File: src/rtl/key_pkg.sv
// Shared defaults and helpers for the multi-channel key debouncer.
// Latency: n/a (constants and elaboration-time functions only).
// Backpressure: n/a.
package key_pkg;

  localparam int KEY_DEB_DEFAULT  = 20000;
  localparam int KEY_LONG_DEFAULT = 1000000;
  localparam int KEY_SYNC_DEFAULT = 2;

  // Width of a counter that must hold values 0..n-1; never narrower than 1 bit.
  function automatic int key_cnt_w(input int n);
    return (n < 2) ? 1 : $clog2(n);
  endfunction

endpackage

File: src/rtl/key_debounce_ch.sv
// One debounced key channel: synchroniser, restarting stability counter, press/release pulses, optional long-press.
// Latency: clean edge on key -> key_state/pulse SYNC_STAGES+DEB_CYCLES cycles later; key_long LONG_CYCLES after press.
// Backpressure: none; pulses are fire-and-forget, 1 cycle wide.
// Ports: clk, rst (sync, active-high), key (async raw pin, 1 = pressed),
//        key_state (debounced level), key_press / key_release / key_long (1-cycle pulses).
// Macro KEY_LONG_PRESS_EN enables the hold counter; without it key_long is constant 0.
module key_debounce_ch
  import key_pkg::*;
#(
  parameter int DEB_CYCLES  = KEY_DEB_DEFAULT,
  parameter int SYNC_STAGES = KEY_SYNC_DEFAULT,
  parameter int LONG_CYCLES = KEY_LONG_DEFAULT
) (
  input  logic clk,
  input  logic rst,
  input  logic key,
  output logic key_state,
  output logic key_press,
  output logic key_release,
  output logic key_long
);

  localparam int              CW       = key_cnt_w(DEB_CYCLES);
  localparam logic [CW-1:0]   CNT_LAST = CW'(DEB_CYCLES - 1);

  // Elaboration-time parameter sanity checks.
  if (DEB_CYCLES < 2) begin : g_bad_deb
    $error("key_debounce_ch: DEB_CYCLES must be >= 2");
  end
  if (SYNC_STAGES < 2) begin : g_bad_sync
    $error("key_debounce_ch: SYNC_STAGES must be >= 2");
  end
  if (LONG_CYCLES <= DEB_CYCLES) begin : g_bad_long
    $error("key_debounce_ch: LONG_CYCLES must exceed DEB_CYCLES");
  end

  logic [SYNC_STAGES-1:0] sync_q, sync_d;
  logic [CW-1:0]          cnt_q, cnt_d;
  logic                   state_q, state_d;
  logic                   press_q, press_d;
  logic                   release_q, release_d;
  logic                   ksync;

  always_comb begin
    sync_d    = {sync_q[SYNC_STAGES-2:0], key};
    ksync     = sync_q[SYNC_STAGES-1];
    cnt_d     = cnt_q;
    state_d   = state_q;
    // Any sample matching the current level restarts the window, so only
    // DEB_CYCLES consecutive disagreeing samples can flip the level.
    if (ksync == state_q) begin
      cnt_d = '0;
    end else if (cnt_q == CNT_LAST) begin
      state_d = ksync;
      cnt_d   = '0;
    end else begin
      cnt_d = cnt_q + 1'b1;
    end
    // Pulses are registered alongside state so they line up with key_state.
    press_d   = state_d & ~state_q;
    release_d = ~state_d & state_q;
  end

  always_ff @(posedge clk) begin
    if (rst) begin
      sync_q    <= '0;
      cnt_q     <= '0;
      state_q   <= 1'b0;
      press_q   <= 1'b0;
      release_q <= 1'b0;
    end else begin
      sync_q    <= sync_d;
      cnt_q     <= cnt_d;
      state_q   <= state_d;
      press_q   <= press_d;
      release_q <= release_d;
    end
  end

  assign key_state   = state_q;
  assign key_press   = press_q;
  assign key_release = release_q;

`ifdef KEY_LONG_PRESS_EN
  localparam int            HW       = key_cnt_w(LONG_CYCLES + 1);
  localparam logic [HW-1:0] HOLD_MAX = HW'(LONG_CYCLES);

  logic [HW-1:0] hold_q, hold_d;
  logic          long_q, long_d;

  always_comb begin
    hold_d = hold_q;
    // Counts cycles spent pressed; saturates so only one pulse per press.
    if (!state_q) begin
      hold_d = '0;
    end else if (hold_q != HOLD_MAX) begin
      hold_d = hold_q + 1'b1;
    end
    long_d = (hold_d == HOLD_MAX) && (hold_q != HOLD_MAX);
  end

  always_ff @(posedge clk) begin
    if (rst) begin
      hold_q <= '0;
      long_q <= 1'b0;
    end else begin
      hold_q <= hold_d;
      long_q <= long_d;
    end
  end

  assign key_long = long_q;
`else
  assign key_long = 1'b0;
`endif

endmodule

File: src/rtl/key_debounce_multi.sv
// N-channel push-button debouncer: replicates key_debounce_ch per key pin.
// Latency: SYNC_STAGES+DEB_CYCLES cycles from a clean pin edge to key_state/press/release.
// Backpressure: none; outputs are level plus 1-cycle pulses.
// Ports: clk, rst (sync, active-high), key[N_KEYS] raw pins;
//        key_state, key_press, key_release, key_long [N_KEYS] per-channel outputs.
// Macro KEY_LONG_PRESS_EN enables key_long; otherwise key_long is all zeros.
module key_debounce_multi
  import key_pkg::*;
#(
  parameter int N_KEYS      = 4,
  parameter int DEB_CYCLES  = KEY_DEB_DEFAULT,
  parameter int SYNC_STAGES = KEY_SYNC_DEFAULT,
  parameter int LONG_CYCLES = KEY_LONG_DEFAULT
) (
  input  logic              clk,
  input  logic              rst,
  input  logic [N_KEYS-1:0] key,
  output logic [N_KEYS-1:0] key_state,
  output logic [N_KEYS-1:0] key_press,
  output logic [N_KEYS-1:0] key_release,
  output logic [N_KEYS-1:0] key_long
);

  for (genvar i = 0; i < N_KEYS; i++) begin : g_ch
    key_debounce_ch #(
      .DEB_CYCLES  (DEB_CYCLES),
      .SYNC_STAGES (SYNC_STAGES),
      .LONG_CYCLES (LONG_CYCLES)
    ) u_ch (
      .clk         (clk),
      .rst         (rst),
      .key         (key[i]),
      .key_state   (key_state[i]),
      .key_press   (key_press[i]),
      .key_release (key_release[i]),
      .key_long    (key_long[i])
    );
  end

endmodule

File: config.mk
export PLATFORM = sky130hd
export DESIGN_NAME = key_debounce_multi
export DESIGN_NICKNAME = d
export VERILOG_FILES = /design/src/rtl/key_pkg.sv /design/src/rtl/key_debounce_ch.sv /design/src/rtl/key_debounce_multi.sv
export SDC_FILE = /design/constraint.sdc
export NUM_CORES = 1
export LEC_CHECK = 0
export ABC_AREA = 1
export CAP_MARGIN = 10
export CORE_ASPECT_RATIO = 0.5
export CORE_MARGIN = 10
export CORE_UTILIZATION = 39
export DETAILED_ROUTE_END_ITERATION = 10
export PLACE_DENSITY = 0.63
export SETUP_SLACK_MARGIN = 0.05
export SYNTH_ARGS = -nofsm -noshare
export SYNTH_HDL_FRONTEND = slang
export SYNTH_HIERARCHICAL = 1
export SYNTH_SLANG_ARGS = --single-unit
File: constraint.sdc
create_clock -name clk -period 2.45 [get_ports clk]
set_clock_uncertainty 0.15 [all_clocks]
set_input_delay 0.49 -clock clk [delete_from_list [all_inputs] [get_ports clk]]
set_output_delay 0.49 -clock clk [all_outputs]
set_load 0.01 [all_outputs]
==> metrics.txt, run 1 <==
area leader, netlist=dfxtp_1; Worst setup EP type=output port; postcts setup bufs=0; Buffers on Ports=17; startpoint type of the worst setup path=flip-flop; top-area cell type share of the netlist area=0.407; Synth Cell Area=between 3000 and 4000 sq um; post-CTS resize count=0; CP max stage delay=about 570 ps; Netlist cell types=22; #FFs+latches synth=80; Synth Flop Type=dfxtp_1; Synth Area in XOR/XNOR=0.0267; Avg Cell Area, Syn=a little under 7 sq um; RSZ-0062 raised after global routing=no; Fin Setup TNS=0 ps; fillers=1000; layout cells sized above 1=0.0871; synth top area cells=dfxtp_1, nand2_1, nor2_1; Clock Latency Late Sink=330 ps; largest net degree at the start of global routing=16; Worst Path Max Fanout=5; Adder-Cell Fraction of Synth Area=0.0127; Final Max Slew Viols=0; Synth top cells by count=nand2_1, nor2_1, dfxtp_1; Synth warnings=6; mux contribution to synthesized area=0; Chip Width=162 microns; CTS Buffer Depth=2; Slowest cell on crit path=clkdlybuf4s50_1; WS Path Type=flip-flop to output port; finished layout cell area=approximately 4500 sq um; die area=14800 sq um; Area growth syn-to-layout=14.7%; antenna violations before repair=0; Via density=roughly 4.6; DR iter-0 viols=between 150 and 200; remaining global-route overflow=0; CTS Buf Count=9; most common cell in the netlist=nand2_1; first-pass GRT wire length=~13000 microns; Die Height=91.1 microns; H-tree depth=3; Crit path buffers/inverters=1; CTS tree=built; min-delay worst type=flip-flop to flip-flop; status=finished clean; crit-path leading delay family=buffers and inverters; Antenna Cells=0; Detail Route Antenna Nets=0; Synth Area in Compound Gates=0.0483; endpoints failing setup=0; root buffer cell=clkbuf_16; Non-Filler Instances=732; critical path, cell by cell=clkdlybuf4s50_1; Initial Util=0.409; hold buffers post-CTS=0; Mapped Cells=572; Via Count=3398; largest family of logic cells by synthesized area=simple AND/OR/NAND/NOR gates; Max Clk Rate=approximately 500 MHz; Row Count=25; critical path required time=1810 ps; placed cells=about 720; Core Util, Final=0.469; 1st-pass router iterations=4; Leakage=1.62 nW; number of flops mapped to enable cells by yosys=0; core area=9630 sq um; fin crit share=0.801; Hold Vio Cnt, Final=0; WL final=7650 microns; Peak supply drop=277 uV; gpl congestion=just under 0.8; gr usage total=0.107; CP Data Arrival Time=1320 ps; I/O pin count=22; nets=603; sequential-to-total area share from yosys stat=0.407; Sink Count=80; async set-reset flop share out of synthesis=0; PD cells=600 nW/um^2; DRC=0; syn nets=582; Final min period=1960 ps; Clock transition at path regs=approximately 60 ps; DP Area=4210 sq um; vias in the first global route=slightly above 3000; Routed wire per std cell=roughly 10 microns; DP HPWL=5450 microns; simple-gate share of the synthesized area=0.410; max-cap violations=0
-- report_power, final --
part	switching (mW)	internal (mW)	total [mW]
Clock	0.494	0.862	1.36
Sequential	0.00521	1.31	1.31
Combinational	0.0255	0.0151	0.0406
Total	0.525	2.19	2.71
-- kinds of logic after synthesis --
family	after synthesis
AOI/OAI and AO/OA	36
adders and majority gates	4
DFF	80
xor gates and xnor gates	12
buffers and inverters	84
and+or+nand+nor	352
other	4
-- layout make-up --
type / instances / area [sq um] / area share
clock buffer: 12 / 267 / 0.0590
clock inverter: 3 / 40.0 / 0.00886
inverter: 76 / 285 / 0.0632
multi-input combinational: 408 / 1980 / 0.438
sequential: 80 / 1600 / 0.355
tap: 135 / 169 / 0.0374
timing repair buffer: 18 / 178 / 0.0393
-- flip-flops by register name, summed over array words and instances, names as in the netlist --
signal	cells
g_ch.u_ch/key_state	4
g_ch.u_ch/key_release	4
g_ch.u_ch/sync_q	8
g_ch.u_ch/cnt_q	60
g_ch.u_ch/key_press	4
-- stage by stage --
stage	hold WS, ps	power (mW)	setup WS [ps]
floorplan	238	1.37	1060
global placement	242	1.38	409
detailed placement	246	1.38	343
CTS	256	2.76	459
global route	268	2.81	411
finish	253	2.71	488
-- cells in the final DEF, fill, tap and decap left out --
master           count
nand2_1            148
or2_2                4
clkinv_2             2
ha_1                 4
nand3b_1             4
inv_1               72
clkbuf_16            9
clkbuf_8             3
nand3_2              8
nor2_4               8
a21o_1               4
nand3_1             32
nand4_1             36
nor2_1             100
clkdlybuf4s50_1     17
o21ai_0              4
xor2_1               8
nand2_2              4
a21oi_1             28
conb_1               4
buf_4                1
inv_2                4
bufinv_16            1
nor2_2               8
dfxtp_1             80
xnor2_1              4
-- path summary, 6_finish.rpt --
check,start,to,slack (ps),cells past startpoint
min reg2reg,g_ch[0].u_ch/sync_q[0]$_SDFF_PP0_,g_ch[0].u_ch/sync_q[1]$_SDFF_PP0_,250,2
max,g_ch[1].u_ch/key_state$_SDFF_PP0_,key_state[1],490,1
max reg2reg,g_ch[2].u_ch/cnt_q[0]$_SDFF_PP0_,g_ch[2].u_ch/cnt_q[9]$_SDFF_PP0_,840,6
min,g_ch[0].u_ch/sync_q[0]$_SDFF_PP0_,g_ch[0].u_ch/sync_q[1]$_SDFF_PP0_,250,2
-- routing by layer --
metal | vias up | wire length, microns | GRT usage
li1 | 1842 | - | -
met1 | 1506 | 3800 | 0.133
met2 | 41 | 3470 | 0.172
met3 | 9 | 305 | 0.0320
met4 | 0 | 74 | 0.0384
met5 | - | 0 | 0
Note: power is estimated with default switching activity, not from simulation.
==> run 2: changes to the inputs <==
Clock period 2.45 ns to 1.9 ns, I/O delays scaled along.
==> run 2 against run 1 <==
  * Die area unchanged
  * Final cell count increased by 0.82%
  * Register-to-register slack got worse by 500 ps
  * First-iteration DRC count decreased by 4.1%
  * Global-route usage increased by 0.066 points
  * Sequential cell count unchanged
  * Non-clock buffer count increased by 5
  * Design area increased by 0.36%
  * Sequential share of layout area decreased by 0.072 points
  * Total power increased by 25%
  * Combinational power increased by 47%
  * Utilization increased by 0.17 points
  * Critical path type unchanged
==> metrics.txt, run 2 (synthesized netlist as in run 1, its figures left out) <==
Chip Width=162 microns (unchanged); placed cells=722 (+0.70%); CP max stage delay=550 ps (-20 ps); critical path, cell by cell=clkdlybuf4s50_1; sequential power share=0.499 (+0.014); Peak supply drop=399 uV (+44%); max FFs per register=60 (unchanged); Psw=0.698 mW (+33%); P_int=2.70 mW (+23%); min-delay worst type=flip-flop to flip-flop; Crit path buffers/inverters=1 (unchanged); Final Max Slew Viols=0 (unchanged); startpoint type of the worst setup path=flip-flop; gr usage total=0.107 (+0.000660); critical path required time=1370 ps (-440 ps); Power, Total=3.40 mW (+25%); remaining global-route overflow=0 (unchanged); largest registers=g_ch.u_ch/cnt_q (60), g_ch.u_ch/sync_q (8); Detail Route Antenna Nets=0 (unchanged); Final min period=1790 ps; Row Count=25 (unchanged); status=finished clean; nets=608 (+0.83%); Non-Filler Instances=738 (+0.82%); Reg with most FFs=g_ch.u_ch/cnt_q; Routed wire per std cell=10.3 microns (-1.6%); Worst Path Max Fanout=5 (unchanged); antenna violations before repair=0 (unchanged); Max Clk Rate=559 MHz; Sw Ratio=0.206 (+0.0121); PD cells=749 nW/um^2 (+25%); Die Height=91.1 microns (unchanged); gpl congestion=0.791 (+0.71%); DP HPWL=5400 microns (-0.77%); CTS Buffer Depth=2 (unchanged); hold buffers post-CTS=0 (unchanged); core area=9630 sq um (unchanged); WS Path Type=flip-flop to output port; DR iter-0 viols=189 (-4.1%); endpoints failing setup=0 (unchanged); fin crit share=0.942; Clock Latency Late Sink=340 ps (about the same); layout cells sized above 1=0.0978 (+0.0107); max-cap violations=0 (unchanged); Worst setup EP type=output port; Sink Count=80 (unchanged); H-tree depth=3 (unchanged); Hold Vio Cnt, Final=0 (unchanged); Core Util, Final=0.471 (+0.00169); most frequent cells in the layout=nand2_1, nor2_1, dfxtp_1; vias in the first global route=3007 (-0.86%); Area growth syn-to-layout=15.1%; Buffers on Ports=17 (unchanged); Via Count=3392 (-0.18%); CTS tree=built; Hold WS=259 ps (+6.46 ps); Initial Util=0.409 (unchanged); WL final=7600 microns (-0.76%); I/O pin count=22 (unchanged); Place WS=-71.8 ps (-415 ps); most common cell after layout, fill and taps aside=nand2_1; first-pass GRT wire length=13300 microns (-1.1%); RSZ-0062 raised after global routing=no; die area=14800 sq um (unchanged); largest net degree at the start of global routing=16 (unchanged); CP Data Arrival Time=1260 ps (-60 ps); crit-path leading delay family=buffers and inverters; Final Worst Setup Slack=110 ps (-378 ps); combinational power share=0.018 (+0.003); Slowest cell on crit path=clkdlybuf4s50_1; Via density=4.60 (-0.99%); 1st-pass router iterations=4 (unchanged); Clock transition at path regs=60 ps (about the same); DRC=0 (unchanged); Leakage=1.65 nW (+1.6%); clock share of power=0.484 (-0.016); root buffer cell=clkbuf_16; CTS Buf Count=9 (unchanged); Antenna Cells=0 (unchanged)
-- run 2: routing by layer --
| metal | GRT usage | vias up | share of wire |
|---|---|---|---|
| met2 | 0.174 | 34 | 0.46 |
| met1 | 0.125 | 1503 | 0.49 |
| met5 | 0 | - | 0 |
| li1 | - | 1849 | - |
| met3 | 0.0428 | 6 | 0.036 |
| met4 | 0.0422 | 0 | 0.012 |
-- run 2: area by class of cell --
| type | instances | area [sq um] |
|---|---|---|
| repair buffers | 23 | 213 |
| flip-flops and latches | 80 | 1600 |
| fillers | 995 | 5100 |
| inverters | 76 | 285 |
| clock inverters | 3 | 15.0 |
| multi-input cells | 408 | 1980 |
| clock buffers | 13 | 270 |
| well taps | 135 | 169 |
-- run 2: final timing paths --
kind	startpoint	to	slack [ps]	depth (start not counted)
worst max register to register	g_ch[0].u_ch/cnt_q[0]$_SDFF_PP0_	g_ch[0].u_ch/cnt_q[12]$_SDFF_PP0_	340	6
worst max-delay path	g_ch[1].u_ch/key_state$_SDFF_PP0_	key_state[1]	110	1
worst min-delay path	g_ch[1].u_ch/sync_q[0]$_SDFF_PP0_	g_ch[1].u_ch/sync_q[1]$_SDFF_PP0_	260	2
worst min register to register	g_ch[1].u_ch/sync_q[0]$_SDFF_PP0_	g_ch[1].u_ch/sync_q[1]$_SDFF_PP0_	260	2
-- run 2: power by group through the flow --
stage                     clock network (mW)  registers [mW]  logic, mW
after floorplan                            0            1.73     0.0412
after global placement                     0            1.73     0.0595
after detailed placement                   0            1.73     0.0600
after CTS                               1.69            1.69     0.0601
after global routing                    1.77            1.70     0.0699
final                                   1.64            1.69     0.0595
-- run 2: timing repair --
| item | in CTS | in global routing |
|---|---|---|
| cloned | 0 | 0 |
| buffers inserted | 0 | 0 |
| gates resized for setup | 3 | 1 |
| pin swaps | 0 | 0 |
| setup endpoints to repair | 3 | 1 |
-- run 2: stage by stage --
stage | TNS (ps) | cell area (sq um)
finish | 0 | 4530
global route | 0 | 4530
CTS | 0 | 4530
detailed placement | -1780 | 4250
global placement | -286 | 4250
floorplan | 0 | 3940
==> run 3: changes to the inputs <==
Settings changed: CELL_PAD_IN_SITES_DETAIL_PLACEMENT set to 0, CELL_PAD_IN_SITES_GLOBAL_PLACEMENT set to 1, PLACE_DENSITY 0.63 to 0.8.
==> run 3 against run 2 <==
  * Utilization grew 0.22 points
  * Total power grew 3.5%
  * Critical path type unchanged
  * Final cell count is the same
  * Critical path depth is the same
  * Hold slack lost 14 ps
  * Design area grew 0.47%
  * Non-clock buffer count is the same
  * Sequential power is essentially flat
  * Die area is the same
  * Via count is essentially flat
  * Combinational power grew 0.7%
  * Sequential share of layout area shrank 0.22 points
==> metrics.txt, run 3 (synthesized netlist as in run 1, its figures left out) <==
gpl congestion=0.745 (-5.8%); Worst Path Max Fanout=1 (-4); P_int=2.77 mW (+2.7%); CTS Buf Count=9 (unchanged); hold wc startpoint=g_ch[0].u_ch/sync_q[0]$_SDFF_PP0_; DP Area=4250 sq um (unchanged); critical path depth in cells=1 (unchanged); Sw Ratio=0.212 (+0.00673); DRC=0 (unchanged); max FFs per register=60 (unchanged); footprint of the multi-input gates=1980 sq um (unchanged); most frequent cells in the layout=nand2_1, nor2_1, dfxtp_1; Initial Util=0.409 (unchanged); min-delay worst type=flip-flop to flip-flop; postcts setup bufs=0 (unchanged); CP max stage delay=550 ps (about the same); die area=14800 sq um (unchanged); startpoint type of the worst setup path=flip-flop; Crit path buffers/inverters=1 (unchanged); antenna violations before repair=0 (unchanged); status=finished clean; Clock Latency Late Sink=340 ps (about the same); PD cells=772 nW/um^2 (+3.1%); flop2flop setup slack=290 ps (-50 ps); Slowest cell on crit path=clkdlybuf4s50_1; Via density=4.59 (about the same); WL final=7770 microns (+2.3%); Clock transition at path regs=60 ps (about the same); fillers=1022 (+2.7%); Buffers on Ports=17 (unchanged); 1st-pass router iterations=6 (+2); DP HPWL=5620 microns (+4.1%); hold depth=2 (unchanged); most common cell after layout, fill and taps aside=nand2_1; core area=9630 sq um (unchanged); max-cap violations=0 (unchanged); sequential power share=0.482 (-0.017); Max Clk Rate=585 MHz (+4.7%); endpoints failing setup=0 (unchanged); Final min period=1710 ps (-80.0 ps); Die Height=91.1 microns (unchanged); nets=608 (unchanged); vias in the first global route=3015 (+0.27%); Leakage=1.67 nW (+1.6%); Peak supply drop=444 uV (+11%); WS Path Type=flip-flop to output port; reg2reg end=g_ch[2].u_ch/cnt_q[7]$_SDFF_PP0_; Via Count=3389 (-0.088%); RR Startpoint=g_ch[2].u_ch/cnt_q[0]$_SDFF_PP0_; Hold Vio Cnt, Final=0 (unchanged); fin crit share=0.900 (-0.0421); Row Count=25 (unchanged); RSZ-0062 raised after global routing=no; CTS tree=built; Final Worst Setup Slack=190 ps (+80.0 ps); first-pass GRT wire length=13500 microns (+1.2%); Sink Count=80 (unchanged); worst reg2reg path depth=6 (unchanged); I/O pin count=22 (unchanged); combinational power share=0.017 (about the same); Chip Width=162 microns (unchanged); largest net degree at the start of global routing=16 (unchanged); CTS Buffer Depth=2 (unchanged); H-tree depth=3 (unchanged); Reg with most FFs=g_ch.u_ch/cnt_q; critical path, cell by cell=clkdlybuf4s50_1; largest registers=g_ch.u_ch/cnt_q (60), g_ch.u_ch/sync_q (8); Final Max Slew Viols=0 (unchanged); crit-path leading delay family=buffers and inverters; layout cells sized above 1=0.0962 (-0.00166); hold worst-path end=g_ch[0].u_ch/sync_q[1]$_SDFF_PP0_; remaining global-route overflow=0 (unchanged); gr usage total=0.107 (-0.000333); Detail Route Antenna Nets=0 (unchanged); root buffer cell=clkbuf_16; FF/Latch Area=1600 sq um (-0.16%); finished layout cell area=4550 sq um (+0.47%); Area growth syn-to-layout=15.6%; Place WS=-39.5 ps (+32.3 ps); Routed wire per std cell=10.5 microns (+2.3%); Psw=0.747 mW (+6.9%); CP Data Arrival Time=1180 ps (-80 ps); Power, Total=3.52 mW (+3.5%); DR iter-0 viols=128 (-32%); critical path required time=1370 ps (about the same); clock share of power=0.501 (+0.017); Antenna Cells=0 (unchanged); Worst setup EP type=output port
==> run 3: cell types whose count changed in the layout (fill, tap and decap cells not counted) <==
cell | previous run | this run
bufinv_16 | 0 | 1
clkinvlp_4 | 0 | 1
clkdlybuf4s50_1 | 15 | 13
dfxtp_1 | 78 | 80
clkinv_4 | 0 | 3
dlymetal6s2s_1 | 0 | 1
clkbuf_1 | 1 | 0
clkbuf_8 | 3 | 1
dfxtp_2 | 2 | 0
dlygate4sd2_1 | 2 | 3
clkinv_2 | 3 | 1
==> run 3: layer usage <==
| metal | vias to the layer above | part of all wire | track usage |
|---|---|---|---|
| met3 | 4 | 0.028 | 0.0347 |
| met2 | 32 | 0.45 | 0.165 |
| met1 | 1497 | 0.52 | 0.139 |
| li1 | 1856 | - | - |
| met5 | - | 0 | 0 |
| met4 | 0 | 0.0079 | 0.0339 |
==> run 3: power by group through the flow <==
stage	logic, mW	registers (mW)	clock network (mW)
6_report	0.0599	1.69	1.76
5_1_grt	0.0693	1.69	1.87
4_1_cts	0.0603	1.69	1.82
3_5_place_dp	0.0602	1.73	0
3_3_place_gp	0.0603	1.73	0
2_1_floorplan	0.0412	1.73	0
==> run 3: timing repair <==
| item | 4_1_cts | 5_1_grt |
|---|---|---|
| hold buffers | 0 | 0 |
| gates resized for setup | 3 | 1 |
| setup endpoints to repair | 3 | 1 |
==> run 3: layout make-up <==
cell class | count | share of cell area
multi-input combinational | 408 | 0.434
inverter | 76 | 0.0626
clock buffer | 10 | 0.0525
sequential | 80 | 0.352
clock inverter | 6 | 0.0151
timing repair buffer | 23 | 0.0470
tap | 135 | 0.0371
==> run 3: worst max-delay path by stage <==
stage,start,endpoint,slack (ps)
floorplan,g_ch[0].u_ch/cnt_q[0]$_SDFF_PP0_,g_ch[0].u_ch/cnt_q[11]$_SDFF_PP0_,510
global placement,rst,g_ch[2].u_ch/cnt_q[5]$_SDFF_PP0_,20
detailed placement,rst,g_ch[3].u_ch/cnt_q[13]$_SDFF_PP0_,-40
CTS,g_ch[2].u_ch/key_state$_SDFF_PP0_,key_state[2],70
global route,g_ch[3].u_ch/cnt_q[0]$_SDFF_PP0_,g_ch[3].u_ch/cnt_q[0]$_SDFF_PP0_,120
finish,g_ch[1].u_ch/key_press$_SDFF_PP0_,key_press[1],190
==> run 3: worst register-to-register path, cell delays in order, from the launching register on <==
cell and delay (ps):
dfxtp_1 390, ha_1 260, nand3_2 150, nor2_1 130, nand2_1 70, nand2_2 240
nor2_1 90
==> run 3: through the flow <==
stage                      util  setup TNS, ps  cells  hold slack, ps
after floorplan               -              0    572             238
after global placement    0.441              0    722             243
after detailed placement  0.441           -375    722             242
after CTS                 0.472              0    738             245
after global routing      0.473              0    738             265
final                     0.473              0    738             245
